==> src/rtl/cpu_microsequencer.sv <==
// SAP-1 style microsequencer: T-state counter plus opcode/flag decode into a registered control word.
// Optional build macro MICROSEQ_EARLY_END_EN returns to T0 right after an opcode's last active step.
module cpu_microsequencer #(
    parameter int OPCODE_W = 4,
    parameter int NUM_T    = 6
) (
    input  logic                clk,
    input  logic                rst,
    input  logic [OPCODE_W-1:0] opcode,
    input  logic                cf_in,
    input  logic                zf_in,
    input  logic                step_en,
    output logic [14:0]         ctrl,
    output logic [2:0]          t_state,
    output logic                halted,
    output logic                fetch
);

    localparam logic [1:0] ST_START = 2'd0;
    localparam logic [1:0] ST_RUN   = 2'd1;
    localparam logic [1:0] ST_HALT  = 2'd2;

    localparam logic [14:0] IDLE   = 15'h0FA3;
    localparam logic [2:0]  T_LAST = 3'(NUM_T - 1);

    localparam int CP = 14, EP = 13, LP = 12, N_LMA = 11, N_LMD = 10, N_CE = 9, N_LR = 8;
    localparam int N_LI = 7, EI = 6, N_LA = 5, EA = 4, SUB = 3, EU = 2, N_LB = 1, N_LO = 0;

    localparam logic [3:0] OP_NOP = 4'h0, OP_LDA = 4'h1, OP_ADD = 4'h2, OP_SUB = 4'h3;
    localparam logic [3:0] OP_STA = 4'h4, OP_LDI = 4'h5, OP_JMP = 4'h6, OP_JC  = 4'h7;
    localparam logic [3:0] OP_JZ  = 4'h8, OP_OUT = 4'hE, OP_HLT = 4'hF;

    logic [1:0]  state;
    logic [3:0]  op;
    logic [2:0]  t_next;
    logic [2:0]  t_go;
    logic [14:0] word;

    // Any nonzero bit above the decoded nibble turns the instruction into a NOP.
    always_comb begin
        op = ((opcode >> 4) == '0) ? opcode[3:0] : OP_NOP;
    end

`ifdef MICROSEQ_EARLY_END_EN
    logic [2:0] last_step;

    always_comb begin
        case (op)
            OP_LDA:                 last_step = 3'd4;
            OP_ADD, OP_SUB, OP_STA: last_step = 3'd5;
            default:                last_step = 3'd3;
        endcase
    end
`endif

    // NOTE: every signal written in always_comb gets a default first, so no path infers a latch.
    always_comb begin
        t_next = (t_state == T_LAST) ? 3'd0 : t_state + 3'd1;
`ifdef MICROSEQ_EARLY_END_EN
        if (t_state == last_step) t_next = 3'd0;
`endif
        // Coming out of reset, the first enabled edge presents T0 rather than skipping it.
        t_go = (state == ST_START) ? 3'd0 : t_next;
    end

    // Word for the step about to be entered; flags only matter for the T3 word.
    always_comb begin
        word = IDLE;
        case (t_go)
            3'd0: begin word[EP] = 1'b1; word[N_LMA] = 1'b0; end
            3'd1: word[CP] = 1'b1;
            3'd2: begin word[N_CE] = 1'b0; word[N_LI] = 1'b0; end
            3'd3: begin
                case (op)
                    OP_LDA, OP_ADD, OP_SUB, OP_STA: begin word[EI] = 1'b1; word[N_LMA] = 1'b0; end
                    OP_LDI: begin word[EI] = 1'b1; word[N_LA] = 1'b0; end
                    OP_JMP: begin word[EI] = 1'b1; word[LP] = 1'b1; end
                    OP_JC:  if (cf_in) begin word[EI] = 1'b1; word[LP] = 1'b1; end
                    OP_JZ:  if (zf_in) begin word[EI] = 1'b1; word[LP] = 1'b1; end
                    OP_OUT: begin word[EA] = 1'b1; word[N_LO] = 1'b0; end
                    default: ;
                endcase
            end
            3'd4: begin
                case (op)
                    OP_LDA:         begin word[N_CE] = 1'b0; word[N_LA] = 1'b0; end
                    OP_ADD, OP_SUB: begin word[N_CE] = 1'b0; word[N_LB] = 1'b0; end
                    OP_STA:         begin word[EA] = 1'b1; word[N_LMD] = 1'b0; end
                    default: ;
                endcase
            end
            3'd5: begin
                case (op)
                    OP_ADD, OP_SUB: begin
                        word[EU]   = 1'b1;
                        word[N_LA] = 1'b0;
                        word[SUB]  = (op == OP_SUB);
                    end
                    OP_STA: word[N_LR] = 1'b0;
                    default: ;
                endcase
            end
            default: ;
        endcase
    end

    // NOTE: state registers use non-blocking assignments so every flop samples pre-edge values.
    always_ff @(posedge clk or posedge rst) begin
        if (rst) begin
            state   <= ST_START;
            t_state <= 3'd0;
            ctrl    <= IDLE;
        end else if (state != ST_HALT && step_en) begin
            if (state == ST_RUN && t_state == 3'd2 && op == OP_HLT) begin
                state   <= ST_HALT;
                t_state <= 3'd3;
                ctrl    <= IDLE;
            end else begin
                state   <= ST_RUN;
                t_state <= t_go;
                ctrl    <= word;
            end
        end
    end

    assign halted = (state == ST_HALT);
    assign fetch  = (t_state < 3'd3);

endmodule

==> config.mk <==
export PLATFORM = sky130hd
export DESIGN_NAME = cpu_microsequencer
export DESIGN_NICKNAME = d
export VERILOG_FILES = /design/src/rtl/cpu_microsequencer.sv
export SDC_FILE = /design/constraint.sdc
export NUM_CORES = 1
export LEC_CHECK = 0
export BUFFER_PORTS_ARGS = -buffer_cell sky130_fd_sc_hd__clkbuf_2
export CAP_MARGIN = 10
export CORE_AREA = 5 5 51 53
export CTS_CLUSTER_SIZE = 25
export DETAILED_ROUTE_END_ITERATION = 12
export DIE_AREA = 0 0 56 58
export HOLD_SLACK_MARGIN = 0.03
export PLACE_DENSITY = 0.8
export SLEW_MARGIN = 20
export SYNTH_ARGS = -nofsm -noshare
export SYNTH_HDL_FRONTEND = slang
export SYNTH_SLANG_ARGS = --single-unit
==> constraint.sdc <==
create_clock -name clk -period 3.9 [get_ports clk]
set_input_delay 0.39 -clock clk [delete_from_list [all_inputs] [get_ports clk]]
set_output_delay 0.39 -clock clk [all_outputs]
set_load 0.02 [all_outputs]
# After elaboration in Yosys (flattened, before gate mapping)

Index checks and enable logic that the tools add are counted.

Bits in registers: 20
Latch bits: 0
ROM bits: 0
Output and inout port bits: 20
Bits of input ports: 9
Memories kept: 0
Memory bits (writable): 0
Word-level logic and storage cells: 67

Div/mod/pow operators: 0
Equality and inequality tests: 20
$add $sub $neg: 1
Reductions and logical operators: 9
Muxes and demuxes: 33
Shift operators: 0
Multiply operators: 0
Magnitude comparators: 1
Bitwise gates (word level): 0

Operator list:

| cell                                                                  | count |
|---|---|
| 1-bit two-way mux                                                     | 20 |
| 4-bit by 3-bit == test with 1-bit output (second input constant)      | 4 |
| 15-bit two-way mux                                                    | 1 |
| 4-bit == test (second input constant)                                 | 3 |
| 3-bit by 2-bit == test with 1-bit output (second input constant)      | 3 |
| 3-bit == test (second input constant)                                 | 3 |
| 3-bit two-way mux                                                     | 3 |
| 1-bit case mux with 3 select lines                                    | 3 |
| 4-bit by 2-bit == test with 1-bit output (second input constant)      | 2 |
| 2-bit two-way mux                                                     | 3 |
| 1-bit case mux with 2 select lines                                    | 3 |
| 6-bit OR reduction                                                    | 1 |
| 4-bit by 1-bit == test with 1-bit output (second input constant)      | 1 |
| 4-bit OR reduction                                                    | 1 |
| 3-bit by 1-bit adder with 3-bit output (second input constant)        | 1 |
| 3-bit by 1-bit == test with 1-bit output (second input constant)      | 1 |
| 1-bit logical AND                                                     | 3 |
| 3-bit logical NOT                                                     | 1 |
| 3-bit by 2-bit < comparator with 1-bit output (second input constant) | 1 |
| 3-bit OR reduction                                                    | 1 |
| 2-bit by 1-bit == test with 1-bit output (second input constant)      | 1 |
| 2-bit == test (second input constant)                                 | 1 |
| 2-bit logical NOT                                                     | 1 |
| 2-bit != test (second input constant)                                 | 1 |
| 2-bit OR reduction                                                    | 1 |

# Depth between registers and ports, before layout

Gate-level depths: netlist of the first run.

Depth after elaboration: 6
Mapped depth: 6
Depth with buffers taken out: 4

# Worst setup path after synthesis of the first run

OpenSTA, ideal clock, no wires.

Path kind: reg2out
From: register t_state[0]
To: output fetch
Stages on the path, launching flop included: 3
Buffers on the path: 1
Slack: 2.411 ns
Required time: 3.510 ns
Arrival time: 1.099 ns
Cells stage by stage: dfrtp_1 clkbuf_1 a21oi_1

Word-level cells in the longest chain between the ends: 1

RTL lines:

| element                                       | RTL line | RTL |
|---|---|---|
| start: declaration                            | 14       | `output logic [2:0] t_state,` |
| start signal: assignment                      | 120      | `t_state <= t_go;` |
| 3-bit by 2-bit < comparator with 1-bit output | 127      | `assign fetch = (t_state < 3'd3);` |
| end: declaration                              | 16       | `output logic fetch` |

Every way passes these cells.

# Worst setup path in the final report of the first run

Same ends and word-level chain as after synthesis.

==> run summary, run 1 <==
The flow ran to the end, and the final reports show no timing, DRC or antenna violations. The number of sinks driven by the clock tree is 20. The largest driver fanout on the critical path is 16. Post-CTS timing repair inserted 0 buffers for setup. Summed over all instances, the cell type with the most area after synthesis is sky130_fd_sc_hd__dfrtp_1. The logs give 2410 ps for the worst setup timing slack at the placement stage and 123 for the number of nets in the synthesized netlist. Dividing total power by cell area gives a power density of 523 mW/mm².

The final-report max-slew violation count is 0. The largest single stage delay on the critical path is 670 ps. The per-cell routed wire length is 14.0 µm. The logs give 0 for the count of hold-fix buffers inserted at cts and 657 µW for the post-route total power. Data arrives at the worst endpoint at 1280 ps. The number of antenna violations at the first check in global routing is 0, and the number of DRC violations after detailed-routing iteration 0 is 17. Summed over all nets, the half-perimeter wirelength after detailed placement is 1780 µm. The total routed wirelength is 2300 µm. The cell area after technology mapping is 0.00110 mm², and the clock input transition at the sequential cells of the worst setup and hold paths is 110 ps. The number of buffer and inverter instances along the worst setup path was 1.

The routed length on met3 was 124 µm; the top-area cell type share of the netlist area was 27.3%. For this run, the number of Yosys warnings is 0. The number of antenna-violating nets in the routed design is 0. The final number of hold-violating endpoints is 0, and the wire length of the first global-routing pass is 3970 µm. The number of port buffers works out to 28. Setup repair after global routing left no endpoint under its margin. In this run, synthesis inferred 0 flip-flops with an integrated enable. The data required time at the worst endpoint is 3510 ps, and the setup slack on the worst flop-to-flop path is 2420 ps. The number of clock buffers added by TritonCTS is 3.

The die is 58 µm tall. Counting tap cells, the placed design contains a total of 160 instances. The root buffer cell is sky130_fd_sc_hd__clkbuf_4.

The via count normalized by instance count works out to 5.52. The worst register-to-register path ends at ctrl[9]. After floorplanning, the core was sized to cover 0.00211 mm². The post-layout minimum cycle time is 1670 ps, and the maximum number of pins on one net before global-route repair is 21. Headroom to the max-slew limit: 52.3%. The horizontal extent of the die is 56 µm, and the post-synthesis async set-or-reset flop share is 100%. The number of non-filler instances in the completed layout came out at 164. TritonCTS built the clock tree. At the end of the flow the core is filled with cells to 59.7%. The run gives 146 as the post-layout net count. For this run, the register share of the synthesized area comes to 46.4%. The area added between synthesis and finish is 14.2%. The critical path is of the flip-flop to primary output type. Between clock sinks in the finished design, the worst skew comes to 0.757 ps. At the end of routability-driven placement, the weighted congestion stood at 0.843. For this run, design rule violations remaining after detail routing come to 0.

Clock latency on the worst-skew pair, taken at its later pin, is 300 ps. The starting utilization of the core area was 52.2%; the mean post-synth cell area was 9.65 µm². The first detailed-routing pass ran for 4 iterations. The post-route clock period utilization was 42.8%; the die outline area was 0.00325 mm². The worst setup path is captured at a primary output.

IR analysis of the VDD net gives a maximum drop of 0.234 mV. Synthesis handed over a netlist of 114 instances. The commonest cells after synthesis are sky130_fd_sc_hd__nor2_1, sky130_fd_sc_hd__dfrtp_1, sky130_fd_sc_hd__nand2_1, sky130_fd_sc_hd__o21ai_0, sky130_fd_sc_hd__dfstp_2.

Counting along the longest clock path gives a buffer depth of 2. The run gives 0 as the number of diodes added for antenna fixing. Traced cell by cell, the critical path runs through a21oi_1 -> clkbuf_2. Summed over all layers, the global routing overflow is 0. Type of the tightest min-delay check: input pin to async pin. The logs give 0 for the post-cts repair resize count and 0 ps for the setup total negative slack. The highest layer touched by signal routing is met4.

Counting cells, the worst reg-to-reg path comes to 4. The run gives 15.3% as the total track usage. In this design, the largest share of critical-path delay is due to flip-flops.

Origin of the critical flop-to-flop path: t_state[0]. The maximum clock rate was 599 MHz; the leakage component of the power was 0.584 nW. In this run, distinct cell masters in the synthesized netlist total 39. The tool flagged a number of max-cap violations equal to 0. By area the synthesized netlist is led by sky130_fd_sc_hd__dfrtp_1, sky130_fd_sc_hd__dfstp_2, sky130_fd_sc_hd__nor2_1. At the pin with the least slew margin, the transition time is 714 ps. The post-route netlist has 34.6% of its cells at a drive strength greater than 1. The vias after detailed routing was 905; the count of boundary I/O pins was 29. For this run, the leading register cell type out of synthesis is sky130_fd_sc_hd__dfrtp_1. Setup slack closes at 2230 ps.

For this block, wires on met1 add up to 1030 µm. Via count of the first global-routing pass: 874. The worst setup path is launched from a flip-flop. The routed design uses 1110 µm of met2 wire. The number of levels in the clock H-tree was 1. The most common cell in the synthesized netlist is sky130_fd_sc_hd__nor2_1. The synthesized design contains 20 register bits.

The final setup violation count was 0. On the critical path, the stage with the largest delay is an instance of sky130_fd_sc_hd__dfrtp_1. The placement row count came out at 17.
[cell type report]
| class | count | area (µm²) |
|---|---|---|
| fill | 189 | 850 |
| sequential | 20 | 510 |
| multi-input combinational | 79 | 499 |
| timing repair buffer | 28 | 140 |
| tap | 28 | 35.0 |
| clock inverter | 1 | 30.0 |
| clock buffer | 3 | 22.5 |
| inverter | 5 | 18.8 |
[placed cells by master, fill, tap and decap left out, types with 2 or more instances in the layout]
master	Yosys	routed
sky130_fd_sc_hd__o21a_1	2	2
sky130_fd_sc_hd__a22o_1	2	2
sky130_fd_sc_hd__dfrtp_1	12	12
sky130_fd_sc_hd__o21ai_0	9	9
sky130_fd_sc_hd__nor3_1	3	3
sky130_fd_sc_hd__nor2b_1	3	3
sky130_fd_sc_hd__clkbuf_2	0	28
sky130_fd_sc_hd__clkbuf_4	0	3
sky130_fd_sc_hd__a31oi_1	5	5
sky130_fd_sc_hd__dfstp_2	8	8
sky130_fd_sc_hd__nor2_1	15	15
sky130_fd_sc_hd__nor3b_2	2	2
sky130_fd_sc_hd__nand2_1	9	9
sky130_fd_sc_hd__inv_1	5	5
sky130_fd_sc_hd__and2_1	2	2
sky130_fd_sc_hd__nand3_1	3	3
sky130_fd_sc_hd__a21oi_1	3	3
sky130_fd_sc_hd__a32o_1	2	2
[per-layer routing]
metal  vias to the layer above  global-route usage [%]
met1                       421                    19.0
li1                        448                       -
met5                         -                       0
met4                         0                    7.12
met2                        31                    25.7
met3                         5                    3.12
[worst max-delay path by stage]
stage,from,to,slack (ps),depth (start not counted)
3_3_place_gp,opcode[2],ctrl[6],2410,5
6_report,t_state[0],fetch,2230,2
4_1_cts,t_state[0],fetch,2230,2
3_5_place_dp,t_state[0],ctrl[11],2410,4
5_1_grt,t_state[0],fetch,2100,2
2_1_floorplan,t_state[0],fetch,2410,2
[worst register-to-register path, stage by stage (launching register included)]
cell	delay [ps]
sky130_fd_sc_hd__dfrtp_1	670
sky130_fd_sc_hd__inv_1	170
sky130_fd_sc_hd__nor3b_2	270
sky130_fd_sc_hd__nand2_1	80
sky130_fd_sc_hd__o221a_1	230
[where the power goes]
| part | switching, mW | internal (mW) | leakage [nW] |
|---|---|---|---|
| logic | 0.119 | 0.0753 | 0.316 |
| clock network | 0.0635 | 0.104 | 0.0279 |
| registers | 0.0470 | 0.248 | 0.240 |
| total | 0.230 | 0.427 | 0.584 |
[through the flow]
| stage | hold WS, ps | cell area [µm²] |
|---|---|---|
| finish | 166 | 1260 |
| global route | 218 | 1260 |
| CTS | 186 | 1260 |
| detailed placement | 483 | 1200 |
| global placement | 475 | 1200 |
| floorplan | 348 | 1100 |
[registers in the layout (all words and copies together), names as in the netlist]
name     cells
state        2
ctrl        15
t_state      3
[cells by family after synthesis]
| family | after synthesis | synth area share (%) |
|---|---|---|
| and+or+nand+nor | 45 | 22.6 |
| AOI/OAI and AO/OA | 32 | 21.2 |
| DFF | 20 | 46.4 |
| buffers and inverters | 15 | 8.19 |
| xor gates and xnor gates | 2 | 1.59 |
(Power assumes the default switching activity.)
==> run 2, diff against run 1 <==
Settings changed: CORE_AREA 5 5 51 53 to 5 5 55 57, DIE_AREA 0 0 56 58 to 0 0 60 62, PLACE_DENSITY 0.8 to 0.72.
Clock period 3.9 ns to 1.35 ns, I/O delays scaled along.
==> run summary, run 2 (synthesis results as in run 1) <==
The worst hold path was traced through 2 stages. The logs give 2720 µm (+18%) for the total routed wirelength and 21 (unchanged) for the maximum number of pins on one net before global-route repair. The tools report the placement row count as 18 (+1). The tools report the aggregate global routing overflow as 0 (unchanged).

For the worst setup timing slack at the placement stage, the log shows 47.2 ps (-2360 ps). The worst setup path is launched from a flip-flop. The final-report max-slew violation count was 0 (unchanged). The number of port buffers was 28 (unchanged). The flow ran to the end, and the final reports show no timing, DRC or antenna violations.

TritonCTS built the clock tree. The post-layout net count was 162 (+11%). The iteration count of the initial detailed-routing pass was 4 (unchanged); the clock input transition at the sequential cells of the worst setup and hold paths was 120 ps (about the same). The die boundary height works out to 62 µm (+6.9%). The combined flip-flop and latch cell area is 514 µm² (+0.74%). The horizontal extent of the die is 60 µm (+7.1%), and the cell area power density is 1400 mW/mm² (+170%). The run gives 0 (unchanged) as the final number of hold-violating endpoints. The number of max-cap violations is 0 (unchanged), and the vias after detailed routing is 997 (+10%). For the final weighted congestion in routability-driven placement, the log shows 0.867 (+2.8%). The area growth from synthesis to layout is 29.4%.

The tools report the area used by multi-input combinational logic as 541 µm² (+8.3%). The run gives 0 (unchanged) as the number of antenna violations at the first check in global routing. The logs give 1 (unchanged) for the number of levels in the clock H-tree and 10.3 ps (+9.56 ps) for the post-route clock skew. Setup repair after global routing could not meet its margin everywhere. The run gives 229 (+21%) as the layout filler cell count. The run gives 174 (+8.8%) as the number of cells in the design after placement. Largest driver fanout on the critical path: 6 (-10). For the total half-perimeter wirelength after legalization and detailed placement, the log shows 1960 µm (+9.8%).

The tools report the number of antenna-violating nets in the routed design as 0 (unchanged). The post-route total power was 1.99 mW (+200%). The min-delay analysis places its worst path in the category input pin to flip-flop.

Worst reg2reg path depth: 4 (unchanged). CTS buffer count: 3 (unchanged). The logs give 65.6% (+13 points) for the headroom to the max-slew limit and 4450 µm (+12%) for the wire length of the first global-routing pass. For the number of sinks driven by the clock tree, the log shows 20 (unchanged). Counting flops per register, the top entry is ctrl. The transition at the pin with the smallest max-transition slack works out to 509 ps (-205 ps). The placeable core region is 0.00243 mm² (+16%). Most frequent standard cell in the layout excluding fill and tap cells: sky130_fd_sc_hd__clkbuf_2. The final critical path takes up 97.3% of the cycle.

The clock period could shrink to 1310 ps. The tree is rooted in a sky130_fd_sc_hd__clkbuf_4. The share of layout cells above drive strength 1 was 46.1% (+11 points); the leakage component of the power was 0.659 nW (+13%).

The count of boundary I/O pins is 29 (unchanged). The number of flip-flops in the largest register is 15 (unchanged). The worst-case setup margin in the final layout was 36.1 ps (-2200 ps); the maximum clock rate was 761 MHz. For the maximum VDD drop, the log shows 0.788 mV (+240%). Total track usage: 16.0% (+0.73 points).

The tools report the starting utilization of the core area as 45.2% (-7.0 points). The tools report the worst hold margin as 132 ps (-34.1 ps). The final setup violation count was 0 (unchanged); the via count normalized by instance count was 5.48 (-0.73%). The critical path is of the flip-flop to primary output type. For the insertion delay of the later-clocked pin in the worst-skew pair, the log shows 300 ps (about the same). The tools report the residual DRC count as 0 (unchanged). The number of non-filler instances in the completed layout was 182 (+11%).

The top cell types in the final layout, fill and taps aside, are sky130_fd_sc_hd__clkbuf_2, sky130_fd_sc_hd__nor2_1, sky130_fd_sc_hd__buf_4. The arrival time of data at the critical path endpoint came out at 1180 ps (-100 ps). The data required time at the worst endpoint is 1220 ps (-2290 ps), and the per-cell routed wire length is 15.0 µm (+6.6%).

The number of buffers between clock root and the deepest sink was 2 (unchanged). The largest registers in the layout are ctrl x15, t_state x3, state x2. The number of diodes added for antenna fixing was 0 (unchanged); the via count of the first global-routing pass was 991 (+13%). Category of the worst setup path capture point: a primary output. The setup total negative slack was 0 ps (unchanged).

The number of DRC violations after detailed-routing iteration 0 is 55 (+38). For the die outline area, the log shows 0.00372 mm² (+15%).
==> run 2: critical path: stages, from the launching register on <==
cell                      delay (ps)
sky130_fd_sc_hd__dfrtp_2         490
sky130_fd_sc_hd__buf_6           150
sky130_fd_sc_hd__a21oi_4         110
sky130_fd_sc_hd__buf_6           120
==> run 2: final timing paths <==
path	start	endpoint	slack [ps]
max in group asynchronous	rst	ctrl[0]	690
setup / recovery	t_state[0]	fetch	40
hold reg to reg	ctrl[1]	ctrl[1]	500
setup reg to reg	t_state[1]	ctrl[11]	40
min in group asynchronous	rst	ctrl[2]	380
hold / removal	opcode[1]	ctrl[1]	130
==> run 2: what timing repair did <==
action,in CTS,in global routing
pin swaps,0,1
endpoints found under the hold margin,12,0
endpoints found under the setup margin,2,9
gates resized for setup,5,10
gates cloned,0,0
setup buffers,3,0
hold buffers,1,0
==> run 2: routing by layer <==
| metal | vias up | share of wire (%) | GRT usage, % |
|---|---|---|---|
| met3 | 9 | 4.1 | 2.07 |
| met5 | - | 0 | 0 |
| met1 | 469 | 44 | 19.4 |
| met2 | 37 | 49 | 27.5 |
| li1 | 482 | - | - |
| met4 | 0 | 3.1 | 9.49 |
==> run 2: layout make-up <==
cell class                      instances  area share, %
Timing Repair Buffer                   44           20.1
Sequential cell                        20           36.1
Multi-Input combinational cell         79           38.0
Tap cell                               30           2.64
Inverter                                5           1.32
Clock buffer                            4           1.85
==> run 2: where the power goes <==
| part | switching [mW] | total [mW] | internal [mW] |
|---|---|---|---|
| clock | 0.182 | 0.297 | 0.115 |
| combinational | 0.472 | 0.873 | 0.400 |
| sequential | 0.101 | 0.825 | 0.724 |
==> run 2: through the flow <==
step	util, %	cell area (µm²)
6_report	58.5	1420
5_1_grt	58.5	1420
4_1_cts	56.8	1380
3_5_place_dp	53.3	1300
3_3_place_gp	53.3	1300
2_1_floorplan	-	1100
